File: src/rtl/kayrv_bus_pkg.sv
// Shared types and defaults for the KayRV core-to-memory bus.
package kayrv_bus_pkg;

   localparam int ADDR_W_DEF = 32;
   localparam int DATA_W_DEF = 32;

   typedef enum logic [1:0] {
      RESP_NONE  = 2'd0,
      RESP_INSTR = 2'd1,
      RESP_DATA  = 2'd2
   } resp_own_e;

endpackage

File: src/rtl/mem_arbiter_if.sv
// Bundle of IBUS, DBUS and memory-port signals around the memory arbiter.
interface mem_arbiter_if
   import kayrv_bus_pkg::*;
#(
   parameter int ADDR_W = ADDR_W_DEF,
   parameter int DATA_W = DATA_W_DEF
);

   logic              i_iReq;
   logic [ADDR_W-1:0] i_iAddr;
   logic              o_iGnt;
   logic              o_iValid;
   logic [DATA_W-1:0] o_iData;

   logic              i_dReadEn;
   logic              i_dWriteEn;
   logic [ADDR_W-1:0] i_dAddr;
   logic [DATA_W-1:0] i_dWData;
   logic              o_dGnt;
   logic              o_dValid;
   logic [DATA_W-1:0] o_dRData;

   logic              o_Mem_En;
   logic              o_Mem_We;
   logic [ADDR_W-1:0] o_Mem_Addr;
   logic [DATA_W-1:0] o_Mem_WData;
   logic [DATA_W-1:0] i_Mem_RData;

   logic              o_Stall;

   // The arbiter's view.
   modport slave (
      input  i_iReq, i_iAddr, i_dReadEn, i_dWriteEn, i_dAddr, i_dWData, i_Mem_RData,
      output o_iGnt, o_iValid, o_iData, o_dGnt, o_dValid, o_dRData,
      output o_Mem_En, o_Mem_We, o_Mem_Addr, o_Mem_WData, o_Stall
   );

   // The core/memory environment's view.
   modport master (
      output i_iReq, i_iAddr, i_dReadEn, i_dWriteEn, i_dAddr, i_dWData, i_Mem_RData,
      input  o_iGnt, o_iValid, o_iData, o_dGnt, o_dValid, o_dRData,
      input  o_Mem_En, o_Mem_We, o_Mem_Addr, o_Mem_WData, o_Stall
   );

endinterface

File: src/rtl/mem_arbiter_arb_prio2.sv
// Two-input fixed-priority arbiter (data over instruction) with an
// instruction-fetch starvation counter.
module arb_prio2 #(
   parameter int MAX_WAIT = 3
) (
   input  logic i_Clk,
   input  logic i_Rst,
   input  logic req_i,
   input  logic req_d,
   output logic grant_i,
   output logic grant_d
);

   logic [3:0] wait_cnt;
   logic       force_i;

   assign force_i = (wait_cnt == 4'(MAX_WAIT));

   always_comb begin
      grant_i = req_i & (~req_d | force_i);
      grant_d = req_d & ~grant_i;
   end

   // NOTE: clocked state uses non-blocking (<=) so every flop samples pre-edge values.
   always_ff @(posedge i_Clk or posedge i_Rst) begin
      if (i_Rst) begin
         wait_cnt <= 4'd0;
      end else if (req_i & ~grant_i) begin
         wait_cnt <= force_i ? wait_cnt : wait_cnt + 4'd1;
      end else begin
         wait_cnt <= 4'd0;
      end
   end

endmodule

File: src/rtl/mem_arbiter.sv
// Shares one 1-cycle-latency single-port memory between IBUS and DBUS,
// routing read data back to whichever bus owned the previous access.
module mem_arbiter
   import kayrv_bus_pkg::*;
#(
   parameter int ADDR_W   = ADDR_W_DEF,
   parameter int DATA_W   = DATA_W_DEF,
   parameter int MAX_WAIT = 3
) (
   input  logic          i_Clk,
   input  logic          i_Rst,
   mem_arbiter_if.slave  bus
);

   logic              req_i;
   logic              req_d;
   logic              grant_i;
   logic              grant_d;
   logic [ADDR_W-1:0] mem_addr;
   logic [DATA_W-1:0] mem_wdata;
   resp_own_e         resp_own;
   resp_own_e         resp_nxt;

   // Requests are masked during reset so grants, memory port and stall read 0.
   assign req_i = bus.i_iReq & ~i_Rst;
   assign req_d = (bus.i_dReadEn | bus.i_dWriteEn) & ~i_Rst;

   arb_prio2 #(.MAX_WAIT(MAX_WAIT)) u_arb (
      .i_Clk   (i_Clk),
      .i_Rst   (i_Rst),
      .req_i   (req_i),
      .req_d   (req_d),
      .grant_i (grant_i),
      .grant_d (grant_d)
   );

   always_ff @(posedge i_Clk or posedge i_Rst) begin
      if (i_Rst) resp_own <= RESP_NONE;
      else       resp_own <= resp_nxt;
   end

   // NOTE: every combinational output gets a default first so no latch is inferred.
   always_comb begin
      resp_nxt = RESP_NONE;
      if (grant_i)                         resp_nxt = RESP_INSTR;
      else if (grant_d & ~bus.i_dWriteEn)  resp_nxt = RESP_DATA;
   end

   always_comb begin
      mem_addr  = '0;
      mem_wdata = '0;
      if (grant_d) begin
         mem_addr  = bus.i_dAddr;
         mem_wdata = bus.i_dWData;
      end else if (grant_i) begin
         mem_addr  = bus.i_iAddr;
      end

      bus.o_iGnt      = grant_i;
      bus.o_dGnt      = grant_d;
      bus.o_Mem_En    = grant_i | grant_d;
      bus.o_Mem_We    = grant_d & bus.i_dWriteEn;
      bus.o_Mem_Addr  = mem_addr;
      bus.o_Mem_WData = mem_wdata;
      bus.o_Stall     = (req_i & ~grant_i) | (req_d & ~grant_d);

      bus.o_iValid    = (resp_own == RESP_INSTR) & ~i_Rst;
      bus.o_dValid    = (resp_own == RESP_DATA)  & ~i_Rst;
      bus.o_iData     = bus.o_iValid ? bus.i_Mem_RData : '0;
      bus.o_dRData    = bus.o_dValid ? bus.i_Mem_RData : '0;
   end

endmodule

File: src/flat_wrapper.sv
// flat-port wrapper written by rule: the top's interface ports become plain ports
module mem_arbiter_flat import kayrv_bus_pkg::*;
#(
   parameter int ADDR_W   = ADDR_W_DEF,
   parameter int DATA_W   = DATA_W_DEF,
   parameter int MAX_WAIT = 3
)
  (i_Clk, i_Rst, bus_i_iReq, bus_i_iAddr, bus_i_dReadEn, bus_i_dWriteEn, bus_i_dAddr, bus_i_dWData, bus_i_Mem_RData, bus_o_iGnt, bus_o_iValid, bus_o_iData, bus_o_dGnt, bus_o_dValid, bus_o_dRData, bus_o_Mem_En, bus_o_Mem_We, bus_o_Mem_Addr, bus_o_Mem_WData, bus_o_Stall);
  mem_arbiter_if #(.ADDR_W(ADDR_W), .DATA_W(DATA_W)) bus_i ();
  input  logic i_Clk;
  input  logic i_Rst;
  input wire logic [$bits(bus_i.i_iReq)-1:0] bus_i_iReq;
  input wire logic [$bits(bus_i.i_iAddr)-1:0] bus_i_iAddr;
  input wire logic [$bits(bus_i.i_dReadEn)-1:0] bus_i_dReadEn;
  input wire logic [$bits(bus_i.i_dWriteEn)-1:0] bus_i_dWriteEn;
  input wire logic [$bits(bus_i.i_dAddr)-1:0] bus_i_dAddr;
  input wire logic [$bits(bus_i.i_dWData)-1:0] bus_i_dWData;
  input wire logic [$bits(bus_i.i_Mem_RData)-1:0] bus_i_Mem_RData;
  output wire logic [$bits(bus_i.o_iGnt)-1:0] bus_o_iGnt;
  output wire logic [$bits(bus_i.o_iValid)-1:0] bus_o_iValid;
  output wire logic [$bits(bus_i.o_iData)-1:0] bus_o_iData;
  output wire logic [$bits(bus_i.o_dGnt)-1:0] bus_o_dGnt;
  output wire logic [$bits(bus_i.o_dValid)-1:0] bus_o_dValid;
  output wire logic [$bits(bus_i.o_dRData)-1:0] bus_o_dRData;
  output wire logic [$bits(bus_i.o_Mem_En)-1:0] bus_o_Mem_En;
  output wire logic [$bits(bus_i.o_Mem_We)-1:0] bus_o_Mem_We;
  output wire logic [$bits(bus_i.o_Mem_Addr)-1:0] bus_o_Mem_Addr;
  output wire logic [$bits(bus_i.o_Mem_WData)-1:0] bus_o_Mem_WData;
  output wire logic [$bits(bus_i.o_Stall)-1:0] bus_o_Stall;
  assign bus_i.i_iReq = bus_i_iReq;
  assign bus_i.i_iAddr = bus_i_iAddr;
  assign bus_i.i_dReadEn = bus_i_dReadEn;
  assign bus_i.i_dWriteEn = bus_i_dWriteEn;
  assign bus_i.i_dAddr = bus_i_dAddr;
  assign bus_i.i_dWData = bus_i_dWData;
  assign bus_i.i_Mem_RData = bus_i_Mem_RData;
  assign bus_o_iGnt = bus_i.o_iGnt;
  assign bus_o_iValid = bus_i.o_iValid;
  assign bus_o_iData = bus_i.o_iData;
  assign bus_o_dGnt = bus_i.o_dGnt;
  assign bus_o_dValid = bus_i.o_dValid;
  assign bus_o_dRData = bus_i.o_dRData;
  assign bus_o_Mem_En = bus_i.o_Mem_En;
  assign bus_o_Mem_We = bus_i.o_Mem_We;
  assign bus_o_Mem_Addr = bus_i.o_Mem_Addr;
  assign bus_o_Mem_WData = bus_i.o_Mem_WData;
  assign bus_o_Stall = bus_i.o_Stall;
  mem_arbiter #(.ADDR_W(ADDR_W), .DATA_W(DATA_W), .MAX_WAIT(MAX_WAIT)) u_core (.i_Clk(i_Clk), .i_Rst(i_Rst), .bus(bus_i));
endmodule
File: config.mk
export PLATFORM = sky130hd
export DESIGN_NAME = mem_arbiter_flat
export DESIGN_NICKNAME = d
export VERILOG_FILES = /design/src/rtl/kayrv_bus_pkg.sv /design/src/rtl/mem_arbiter_if.sv /design/src/rtl/mem_arbiter_arb_prio2.sv /design/src/rtl/mem_arbiter.sv /design/src/flat_wrapper.sv
export SDC_FILE = /design/constraint.sdc
export NUM_CORES = 1
export LEC_CHECK = 0
export CAP_MARGIN = 20
export CELL_PAD_IN_SITES_DETAIL_PLACEMENT = 1
export CELL_PAD_IN_SITES_GLOBAL_PLACEMENT = 2
export CORE_ASPECT_RATIO = 1.4
export CORE_UTILIZATION = 10
export CTS_CLUSTER_SIZE = 14
export DETAILED_ROUTE_END_ITERATION = 8
export GPL_ROUTABILITY_DRIVEN = 0
export PLACE_DENSITY_LB_ADDON = 0.1
export SETUP_SLACK_MARGIN = 0.02
export SYNTH_ARGS = -nofsm -noshare
export SYNTH_HDL_FRONTEND = slang
export SYNTH_SLANG_ARGS = --single-unit
File: constraint.sdc
create_clock -name i_Clk -period 1.65 [get_ports i_Clk]
set_input_delay 0.4125 -clock i_Clk [delete_from_list [all_inputs] [get_ports i_Clk]]
set_output_delay 0.4125 -clock i_Clk [all_outputs]
set_load 0.02 [all_outputs]
==> metrics, run 1 <==
Max stage delay cell, worst path=dfrtp_1; DR WL/cell=between 15 and 20 um; hpwl dp=between 8 and 9 mm; largest family of logic cells by synthesized area=simple AND/OR/NAND/NOR gates; top cells by area, synth=and2_1 (38%), o32ai_1 (18%), dfrtp_1 (9.4%), inv_1 (7.8%), nand2_1 (7.8%); Final Hold Fails=0; Crit path top cell by count=buf_6; Post-Syn Area per Cell=6.47 sq um; total of max-cap violations=0; Routed WL=12.3 mm; Root Buffer=clkbuf_16; area leader, netlist=and2_1; chip height=roughly 150 um; final worst slack=-0.676 ns; failing checks=setup timing; PD cells=between 300 and 400 mW/mm^2; complex-gate fraction of the synthesized area=about a fifth; WP buf/inv=4; number of global-route vias before repair=a little under 3000; Mapped Nets=380; Yosys reg bits=6; fin cells=760; largest net degree at the start of global routing=34; Num Clock Sinks=6; Antenna diodes=0; register area=between 150 and 200 sq um; initial antenna violation count=0; Simple-Gate Fraction of Synth Area=around 53%; startpoint types=flip-flop; CP Class=flip-flop to primary output; RSZ-0062 raised after global routing=true; footprint of the multi-input gates=~0.0018 sq mm; grt total ovfl=0; Max-Slew Margin vs Limit=approximately 70%; Vias/cell=3.94; YS warnings=0; crit path cell chain=ha_2 > nor3b_4 > a211oi_4 > buf_6 > buf_6 > clkbuf_16 > and2_4 > buf_6; Worst Tran Pin Value=~0.45 ns; CTS tree=yes; largest fanout on the critical path=4; post-synthesis async set-or-reset flop share=100%; post-layout minimum cycle time=roughly 2.3 ns; CTS Buf Count=3; worst reg2reg path depth=7; Worst Skew=a little under 0.002 ns; CP delay by family, top=buffers and inverters; top_reg_cell synth=dfrtp_1; Buffers on Ports=roughly 270; Util after Layout=a little under two fifths; clk_lat worst skew=0.23 ns; CP Capture Type=primary output; CP required=around 1.2 ns; Die W=between 100 and 150 um; multiplexer share of the synthesized area=less than 1%; Max Buffers Root-to-Sink=2; mapped cell area=~0.0016 sq mm; die area=0.0164 sq mm; Gate Count Post-Synth=roughly 250; Final nets=700; clock slew at reported path FFs=~0.030 ns; Worst EP arrival=1.91 ns; layout cell share with drive strength beyond 1=around 58%; XOR/XNOR Fraction of Synth Area=less than 1%; Filler cells=roughly 1800; Hold Slack=0.478 ns; Worst Hold Class=input pin to asynchronous set/reset pin; post-synthesis sequential area ratio=9.43%; Pre-antenna DRT Iters=3; H-tree levels=1; via count=roughly 3000; Worst VDD drop=251 uV; # DRC=0; Area Overhead vs Synth=269%; status=finished, violations left; # IOs=between 200 and 300; EDFF count, synth=0; GRT Total Usage=12.1%; hold buffer count at cts=0; Synth Area in Adders=less than 1%; final setup vio count=roughly 140; Routed Antenna Nets=0; core footprint=0.0156 sq mm; synth unique cells=27; placed instance count=a little over 700; Placement Rows=54; Period Utilization, post-route=141%; CP peak stage delay=0.35 ns; critical path depth=8; Pleak=2.68 nW; max-slew violation count=0; Synth top area share=around 38%; Fmax=about 430 MHz; Initial Utilization=between 10% and 20%; detailed router's first-iteration violation count=34; first-pass GRT wire length=15.5 mm
cell families (layout without fill, tap and decap cells):
logic type	count (synthesis)	count (layout)
simple gates	145	145
buf+inv	56	374
compound gates	36	36
flops	6	6
fa+ha+maj	1	1
xor+xnor	1	1
mux	1	1
path summary, 6_finish.rpt:
| check | endpoint | slack [ns] | start |
|---|---|---|---|
| max in group asynchronous | u_core.u_arb.wait_cnt[1]$_DFFE_PP0P_ | 1.06 | i_Rst |
| max reg2reg | u_core.resp_own[1]$_DFF_PP0_ | -0.04 | u_core.u_arb.wait_cnt[1]$_DFFE_PP0P_ |
| min in group i_Clk | u_core.resp_own[1]$_DFF_PP0_ | 0.52 | bus_i_dWriteEn |
| max | bus_o_Mem_WData[26] | -0.68 | u_core.u_arb.wait_cnt[1]$_DFFE_PP0P_ |
| min reg2reg | u_core.u_arb.wait_cnt[3]$_DFFE_PP0P_ | 0.68 | u_core.u_arb.wait_cnt[3]$_DFFE_PP0P_ |
| min | u_core.u_arb.wait_cnt[3]$_DFFE_PP0P_ | 0.48 | i_Rst |
metrics by stage:
step / setup TNS (ns) / power [mW] / area, sq um / setup WS, ns
floorplan: -10.58 / 0.628 / 1940 / -0.184
global placement: -110.24 / 1.28 / 4990 / -1.14
detailed placement: -114.04 / 1.29 / 4990 / -1.19
CTS: -82.15 / 1.73 / 5280 / -0.760
global route: -61.71 / 2.02 / 5870 / -0.743
finish: -54.86 / 1.92 / 5870 / -0.676
power by group:
part           switching (mW)  internal, mW
registers             0.00313         0.152
clock network          0.0782         0.311
logic                   0.556         0.824
total                   0.637          1.29
worst min-delay path, stage by stage:
cell,delay [ns]
clkbuf_4,0.18
clkinv_1,0.14
buf_12,0.14
buf_4,0.15
layer usage:
| layer | global-route usage, % | wire length (um) | vias up |
|---|---|---|---|
| met4 | 0.473 | 0 | 0 |
| met5 | 0 | 0 | - |
| met1 | 12.2 | 4090 | 1387 |
| met3 | 3.96 | 1180 | 0 |
| li1 | - | - | 1446 |
| met2 | 24.6 | 7060 | 159 |
synthesized netlist by cell type, drive strengths merged (3+ instances only):
cell type and instances:
and2 96, inv 33, nand2 33, o32ai 32, buf 12, clkbuf 10, dfrtp 6, nor2 5
nor3b 4, o21ai 3
layout by cell type (no fill, tap or decap), drive strengths merged, types with 3 or more instances in the layout:
cell           count
o32ai             32
inv               33
dfrtp              6
o21ai              3
nor3b              4
and2              96
clkbuf            41
buf              171
clkdlybuf4s50    128
nand2             33
nor2               5
flip-flops by register name, indices dropped and copies added, names as in the netlist:
name,flops
u_core.u_arb.wait_cnt,4
u_core.resp_own,2
final cells by class:
class / instances / area share (%)
multi-input cells: 184 / 31.4
flip-flops and latches: 6 / 2.56
repair buffers: 337 / 58.4
well taps: 196 / 4.17
clock buffers: 3 / 1.28
inverters: 34 / 2.17
what timing repair did:
action	in CTS	in global routing
gates resized for setup	318	419
pin swaps	8	39
endpoints found under the setup margin	139	136
setup buffers	21	29
cloned	4	8
(Power assumes the default switching activity.)
==> run 2, diff against run 1 <==
--- a/config.mk
+++ b/config.mk
@@ -17,2 +17,3 @@
 export SETUP_SLACK_MARGIN = 0.02
+export SLEW_MARGIN = 20
 export SYNTH_ARGS = -nofsm -noshare
--- a/constraint.sdc
+++ b/constraint.sdc
@@ -3,2 +3,2 @@
 set_output_delay 0.4125 -clock i_Clk [all_outputs]
-set_load 0.02 [all_outputs]
+set_load 0.01 [all_outputs]
==> run 2 against run 1 <==
The flow still finishes with violations (setup timing). Critical path depth is the same. Global-route usage grew 0.43 points. Clock power is essentially flat. Cell area shrank 8.0%. Register-to-register slack gained 0.13 ns. Via count shrank 3.9%. Cell count shrank 4.1%. Core utilization shrank 3.0 points. Hold slack lost 0.0044 ns. Sequential share of layout area grew 0.22 points. Non-clock buffer count shrank 31. Flip-flop and latch count is the same.
==> metrics, run 2 (synthesized netlist as in run 1, its figures left out) <==
status=finished, violations left; failing checks=setup timing; die area=0.0164 sq mm (unchanged); commonest non-fill, non-tap cell in the layout=clkdlybuf4s50_1; via count=2874 (-3.9%); CTS tree=yes; Antenna diodes=0 (unchanged); placed instance count=709 (unchanged); layout cell share with drive strength beyond 1=37.1% (-21 points); Pre-antenna DRT Iters=4 (+1); startpoint types=flip-flop; clk_lat worst skew=0.22 ns (about the same); Worst Skew=0.000614 ns (-0.00137 ns); Final nets=669 (-4.4%); CP Class=flip-flop to primary output; Area Overhead vs Synth=239%; largest fanout on the critical path=8 (+4); worst reg2reg path depth=6 (-1); Worst VDD drop=245 uV (-2.3%); Largest regs=u_core.u_arb.wait_cnt: 4 flops, u_core.resp_own: 2 flops; Max Buffers Root-to-Sink=2 (unchanged); RSZ-0062 raised after global routing=true; hpwl dp=9.13 mm (+9.3%); hold buffer count at cts=0 (unchanged); largest net degree at the start of global routing=34 (unchanged); CP required=1.24 ns (about the same); Util after Layout=34.6% (-3.0 points); WP buf/inv=4 (unchanged); number of global-route vias before repair=2870 (-2.1%); Period Utilization, post-route=140% (-0.58 points); final setup vio count=135 (-0.74%); Num Clock Sinks=6 (unchanged); detailed router's first-iteration violation count=25 (-26%); # DRC=0 (unchanged); grt total ovfl=0 (unchanged); max FFs per register=4 (unchanged); total of max-cap violations=0 (unchanged); initial antenna violation count=0 (unchanged); final worst slack=-0.667 ns (+0.00959 ns); Worst EP arrival=1.90 ns (about the same); Routed WL=11.3 mm (-8.0%); Worst R2R Setup Slack=0.09 ns (+0.13 ns); Vias/cell=3.94 (+0.14%); max-slew violation count=0 (unchanged); GRT Total Usage=12.5% (+0.43 points); Buffers on Ports=267 (unchanged); CTS Buf Count=3 (unchanged); H-tree levels=1 (unchanged); Max stage delay cell, worst path=dfrtp_1; chip height=151 um (unchanged); first-pass GRT wire length=15.9 mm (+2.6%); Die W=109 um (unchanged); # IOs=268 (unchanged); post-layout minimum cycle time=2.32 ns (-0.00959 ns); Max-Slew Margin vs Limit=77.4% (+7.1 points); DR WL/cell=15.6 um (-4.1%); PD cells=315 mW/mm^2 (-3.9%); Root Buffer=clkbuf_16; Placement Rows=54 (unchanged); core footprint=0.0156 sq mm (unchanged); footprint of the multi-input gates=0.00179 sq mm (-2.9%); crit path cell chain=ha_4 > nor3b_4 > a211oi_4 > buf_12 > buf_12 > buf_16 > and2_1 > buf_2; CP delay by family, top=buffers and inverters; CP Capture Type=primary output; Routed Antenna Nets=0 (unchanged); origin of the critical flop-to-flop path=u_core.u_arb.wait_cnt[1]$_DFFE_PP0P_; fin cells=729 (-4.1%); Worst Tran Pin Value=0.338 ns (-0.107 ns); Hold Slack=0.473 ns (-0.00443 ns); Worst Hold Class=input pin to asynchronous set/reset pin; CP peak stage delay=0.38 ns (+0.03 ns); Crit path top cell by count=buf_12; Filler cells=1861 (+3.0%); Largest Register=u_core.u_arb.wait_cnt; register area=150 sq um (unchanged); Initial Utilization=10.2% (unchanged); FF-to-FF End=u_core.resp_own[1]$_DFF_PP0_; highest-count cells in the layout ignoring fill and taps=clkdlybuf4s50_1 (172), and2_1 (69), buf_2 (49); Fmax=432 MHz (+0.41%); Final Hold Fails=0 (unchanged); clock slew at reported path FFs=0.03 ns (about the same); Pleak=2.36 nW (-12%)
-- run 2: timing repair --
item | in CTS | in global routing
pin swaps | 14 | 8
cloned | 4 | 1
gates resized for setup | 308 | 97
endpoints found under the setup margin | 138 | 136
setup buffers | 9 | 13
-- run 2: layout make-up --
| cell class | instances | share of cell area, % |
|---|---|---|
| repair buffers | 306 | 55.8 |
| multi-input cells | 184 | 33.1 |
| well taps | 196 | 4.54 |
| flip-flops and latches | 6 | 2.78 |
| inverters | 34 | 2.36 |
| clock buffers | 3 | 1.39 |
-- run 2: metal layers --
layer	vias up	share of wire, %	global-route usage [%]
li1	1377	-	-
met1	1319	32	11.8
met2	176	56	26.1
met3	2	12	4.48
met4	0	0.071	0.608
met5	-	0	0
-- run 2: worst max path at each step --
stage	slack, ns	from	cells past startpoint	to
2_1_floorplan	-0.14	u_core.u_arb.wait_cnt[0]$_DFFE_PP0P_	5	bus_o_Mem_WData[22]
3_3_place_gp	-1.16	bus_i_dWriteEn	8	bus_o_Mem_WData[8]
3_5_place_dp	-1.17	bus_i_dWriteEn	8	bus_o_Mem_WData[8]
4_1_cts	-0.71	u_core.u_arb.wait_cnt[1]$_DFFE_PP0P_	7	bus_o_Mem_Addr[8]
5_1_grt	-0.74	u_core.u_arb.wait_cnt[1]$_DFFE_PP0P_	8	bus_o_Mem_WData[1]
6_report	-0.67	u_core.u_arb.wait_cnt[1]$_DFFE_PP0P_	8	bus_o_Mem_WData[1]
-- run 2: per-stage QoR --
stage	TNS (ns)	worst slack, ns	power, mW	cell area (sq um)
floorplan	-6.31	-0.141	0.597	2120
global placement	-105.56	-1.16	1.26	5180
detailed placement	-106.27	-1.17	1.27	5180
CTS	-73.96	-0.706	1.69	5330
global route	-70.20	-0.745	1.80	5410
finish	-59.82	-0.667	1.70	5410
-- run 2: power breakdown --
part	total, mW	switching (mW)	internal, mW
Sequential	0.155	0.00297	0.152
Clock	0.388	0.0776	0.311
Combinational	1.16	0.433	0.724
-- run 2: worst min-delay path: cells and delay by family --
kind	cells	cell delay (ns)
buffers and inverters	4	0.61
==> RTL change 1: new RTL, flow settings as in run 2 <==
Re-encode `resp_own_e` (3 values) as one-hot, 3 bits wide.
--- a/src/rtl/kayrv_bus_pkg.sv
+++ b/src/rtl/kayrv_bus_pkg.sv
@@ -4,10 +4,10 @@
    localparam int ADDR_W_DEF = 32;
    localparam int DATA_W_DEF = 32;
 
-   typedef enum logic [1:0] {
-      RESP_NONE  = 2'd0,
-      RESP_INSTR = 2'd1,
-      RESP_DATA  = 2'd2
+   typedef enum logic [2:0] {
+      RESP_NONE  = 3'b001,
+      RESP_INSTR = 3'b010,
+      RESP_DATA  = 3'b100
    } resp_own_e;
 
 endpackage
Function: same outputs for any inputs over 10 cycles, from zero or initial values and one cycle with i_Rst high; not proved beyond that.
==> RTL change 1 against run 2 <==
- the flow finishes with violations (DRC, setup timing)
- sequential cell count grew 1
- sequential power is 20% higher
- worst hold slack improved by 30 ps
- total power increased by 0.89%
- setup slack better by 14 ps
- clock skew rose by 0.95 ps
- area after synthesis is 5.6% higher
- via count is 6.8% higher
- final area rose by 13%
- routed wire length rose by 14%
==> RTL change 1: results (changes against run 2) <==
[routing]
dr_wl_met2_um=7680  ; +22%
firstDrtPassIters=6  ; +2
drt-initial-drc-count=100  ; +300%
wl_met3_um=980  ; -30%
drc=24  ; +24

[synthesis]
synth-xor-area-share_pct=0.521  ; -0.029 points
ys_top_cells_by_count=96 x and2_1, 34 x nand2_1, 33 x inv_1
synthMuxAreaShare_pct=0.670  ; -0.037 points
yosysSeqAreaShare_pct=10.5  ; +1.1 points

[timing]
fin_worst_skew_ps=1.57  ; +0.954 ps
slew_headroom_pct=78.0  ; +0.62 points
setup_slack_ps=-653  ; +13.6 ps
finalSetupViolations=135  ; unchanged

[outcome]
status=finished, violations left
violations=DRC, setup timing

[worst_setup_path]
r2r_cells=7  ; +1
endpoint=bus_o_Mem_Addr[11]
r2r_end=u_core.resp_own[2]$_DFF_PP0_

[finish]
largestRegisters=u_core.u_arb.wait_cnt (4), u_core.resp_own (3)
drive_above_1_share_pct=61.5  ; +24 points
fin_nets=707  ; +5.7%

[placed_design]
dp_hpwl_um=8990  ; -1.5%
post-place-ws_ps=-1030  ; +134 ps

[power_and_ir_drop]
p_leak_nw=2.81  ; +19%
p_int_w=0.00122  ; +2.5%

[grt]
grt_util_met1_pct=12.1  ; +0.29 points
grt_usage_pct=12.4  ; -0.15 points
grt_first_pass_wirelength_um=16800  ; +5.8%
gr-usage-met3_pct=2.77  ; -1.7 points
met2_usage_pct=26.2  ; +0.051 points

RTL change 1: cell types whose count changed after synthesis, moves of 2 or more:
cell      delta
a21oi_1      +2
buf_6        +2
clkbuf_1     -2
nor2_1       -2
nor3b_2      -2
nor4b_4      +2
RTL change 1: final cells by class:
type / instances / share of cell area, %
Clock buffer: 4 / 1.29
Inverter: 34 / 2.22
Multi-Input combinational cell: 187 / 30.0
Tap cell: 199 / 4.09
Sequential cell: 7 / 2.90
Timing Repair Buffer: 340 / 59.5
RTL change 1: power by group through the flow:
stage	Clock, W	Sequential (W)	Combinational [W]
3_5_place_dp	0	0.000188	0.00100
2_1_floorplan	0	0.000187	0.000373
4_1_cts	0.000412	0.000186	0.000995
6_report	0.000406	0.000186	0.00112
5_1_grt	0.000425	0.000187	0.00120
3_3_place_gp	0	0.000187	0.000993
RTL change 1: kinds of logic after synthesis:
logic type	Yosys count
AND/OR/NAND/NOR	146
buffers and inverters	56
AO/OA/AOI/OAI	38
flip-flops	7
XOR/XNOR	1
multiplexers	1
adder cells (fa/ha/maj)	1
RTL change 1: worst max-delay path, delay by kind of cell, from the launching register on:
kind,cells,cell delay (ps)
adder cells (fa/ha/maj),1,200
flip-flops,1,380
buffers and inverters,3,530
AND/OR/NAND/NOR,1,170
AO/OA/AOI/OAI,2,360
RTL change 1: through the flow:
stage          power (W)  std cells  TNS (ps)  instance area [sq um]  hold WS [ps]
6_report         0.00172        771    -56990                   6090           503
5_1_grt          0.00181        771    -65140                   6090           514
4_1_cts          0.00159        737    -62320                   5070           508
3_5_place_dp     0.00119        719   -105210                   5130           528
3_3_place_gp     0.00118        719   -102010                   5130           521
2_1_floorplan   0.000560        250     -8020                   2040           444
==> RTL change 2: new RTL, config.mk and constraints of run 2 <==
Made on the original files. Set the package constant `DATA_W_DEF` to 36 (it was 32).
--- a/src/rtl/kayrv_bus_pkg.sv
+++ b/src/rtl/kayrv_bus_pkg.sv
@@ -2,7 +2,7 @@
 package kayrv_bus_pkg;
 
    localparam int ADDR_W_DEF = 32;
-   localparam int DATA_W_DEF = 32;
+   localparam int DATA_W_DEF = 36;
 
    typedef enum logic [1:0] {
       RESP_NONE  = 2'd0,
Interface: changed (5 resized); port bits go from 268 to 288. The function was not compared with the original's and may differ.
==> RTL change 2 against run 2 <==
- the run ends with DRC, setup timing left
- setup slack gained 16 ps
- total power is 7.6% higher
- sequential cell count stayed put
- combinational power increased by 11%
- critical path type unchanged
- worst hold slack worse by 24 ps
- fmax rose by 0.68%
- area after synthesis up 4.7%
- routed wire length up 27%
- final area grew 18%
- highest routed layer unchanged
==> RTL change 2: results (changes against run 2) <==
[routing]
dr_wl_met2_um=8460  ; +34%
vias_per_cell=4.01  ; +1.8%
wl_met3_um=1390  ; -1.2%
wl_met1_um=4350  ; +20%
wl_um=14400  ; +27%
drc=50  ; +50

[placed_design]
port-buffer-count=287  ; +7.5%
placed_area_sq_um=5070  ; -2.2%

[grt]
grt_max_degree=26  ; -24%
met2_usage_pct=31.4  ; +5.3 points
grt_pass1_vias=3425  ; +19%

[synthesis]
ys_top_cells_by_count=108 x and2_1, 33 x inv_1, 33 x nand2_1
synthTopCellsByArea=and2_1 41%, o32ai_1 17%, dfrtp_1 9.0%
yosysSeqAreaShare_pct=9.00  ; -0.42 points

[outcome]
violations=DRC, setup timing
status=finished, violations left

[timing]
setup_tns_ps=-64040  ; -4220 ps
finalSetupViolations=145  ; +7.4%
slew_headroom_pct=81.3  ; +3.8 points
setup_slack_ps=-651  ; +15.6 ps

[worst_setup_path]
rrSetupSlack_ps=40  ; -50 ps
endpoint=bus_o_Mem_Addr[26]

[finish]
nFillCells=1862  ; +0.054%

[power_and_ir_drop]
p_int_w=0.00129  ; +8.7%
p_leak_nw=2.99  ; +27%

## RTL change 2: cells by family (layout without fill, tap and decap cells)
logic type / after synthesis / count (layout) / share of synthesized area [%]
xor gates and xnor gates: 1 / 1 / 0.525
AOI/OAI and AO/OA: 36 / 36 / 18.5
adders and majority gates: 1 / 1 / 0.750
muxes: 1 / 1 / 0.675
DFF: 6 / 6 / 9.00
buffers and inverters: 57 / 408 / 14.9
and+or+nand+nor: 157 / 157 / 55.7
## RTL change 2: area by class of cell
class,instances,area share (%)
clock buffer,3,1.17
inverter,34,1.99
multi-input combinational,196,28.7
sequential,6,2.35
tap,199,3.89
timing repair buffer,371,61.9
## RTL change 2: worst max-delay path, delay by kind of cell (launching register included)
kind | cells | cell delay, ps
flops | 1 | 380
buf+inv | 4 | 650
compound gates | 2 | 180
simple gates | 1 | 280
fa+ha+maj | 1 | 160
## RTL change 2: metrics by stage
step           power, W  setup WS [ps]  hold slack (ps)  instances  utilization, %
4_1_cts         0.00167           -772              465        802            35.1
6_report        0.00183           -651              449        809            39.4
3_5_place_dp    0.00119          -1030              536        746            31.2
5_1_grt         0.00192           -731              494        809            39.4
3_3_place_gp    0.00117           -981              523        746            31.2
2_1_floorplan  0.000483           -103              443        259               -
## RTL change 2: power by group through the flow
stage | Combinational, W | Clock, W | Sequential, W
2_1_floorplan | 0.000327 | 0 | 0.000156
3_3_place_gp | 0.00102 | 0 | 0.000157
5_1_grt | 0.00137 | 0.000400 | 0.000156
6_report | 0.00129 | 0.000388 | 0.000155
3_5_place_dp | 0.00103 | 0 | 0.000157
4_1_cts | 0.00112 | 0.000393 | 0.000154
## RTL change 2: repair_timing
action                     4_1_cts  5_1_grt
pin swaps                       27       68
hold buffers                     0        0
gates cloned                    14        7
setup buffers                   39       15
resized for setup              684      237
setup endpoints to repair      149      147
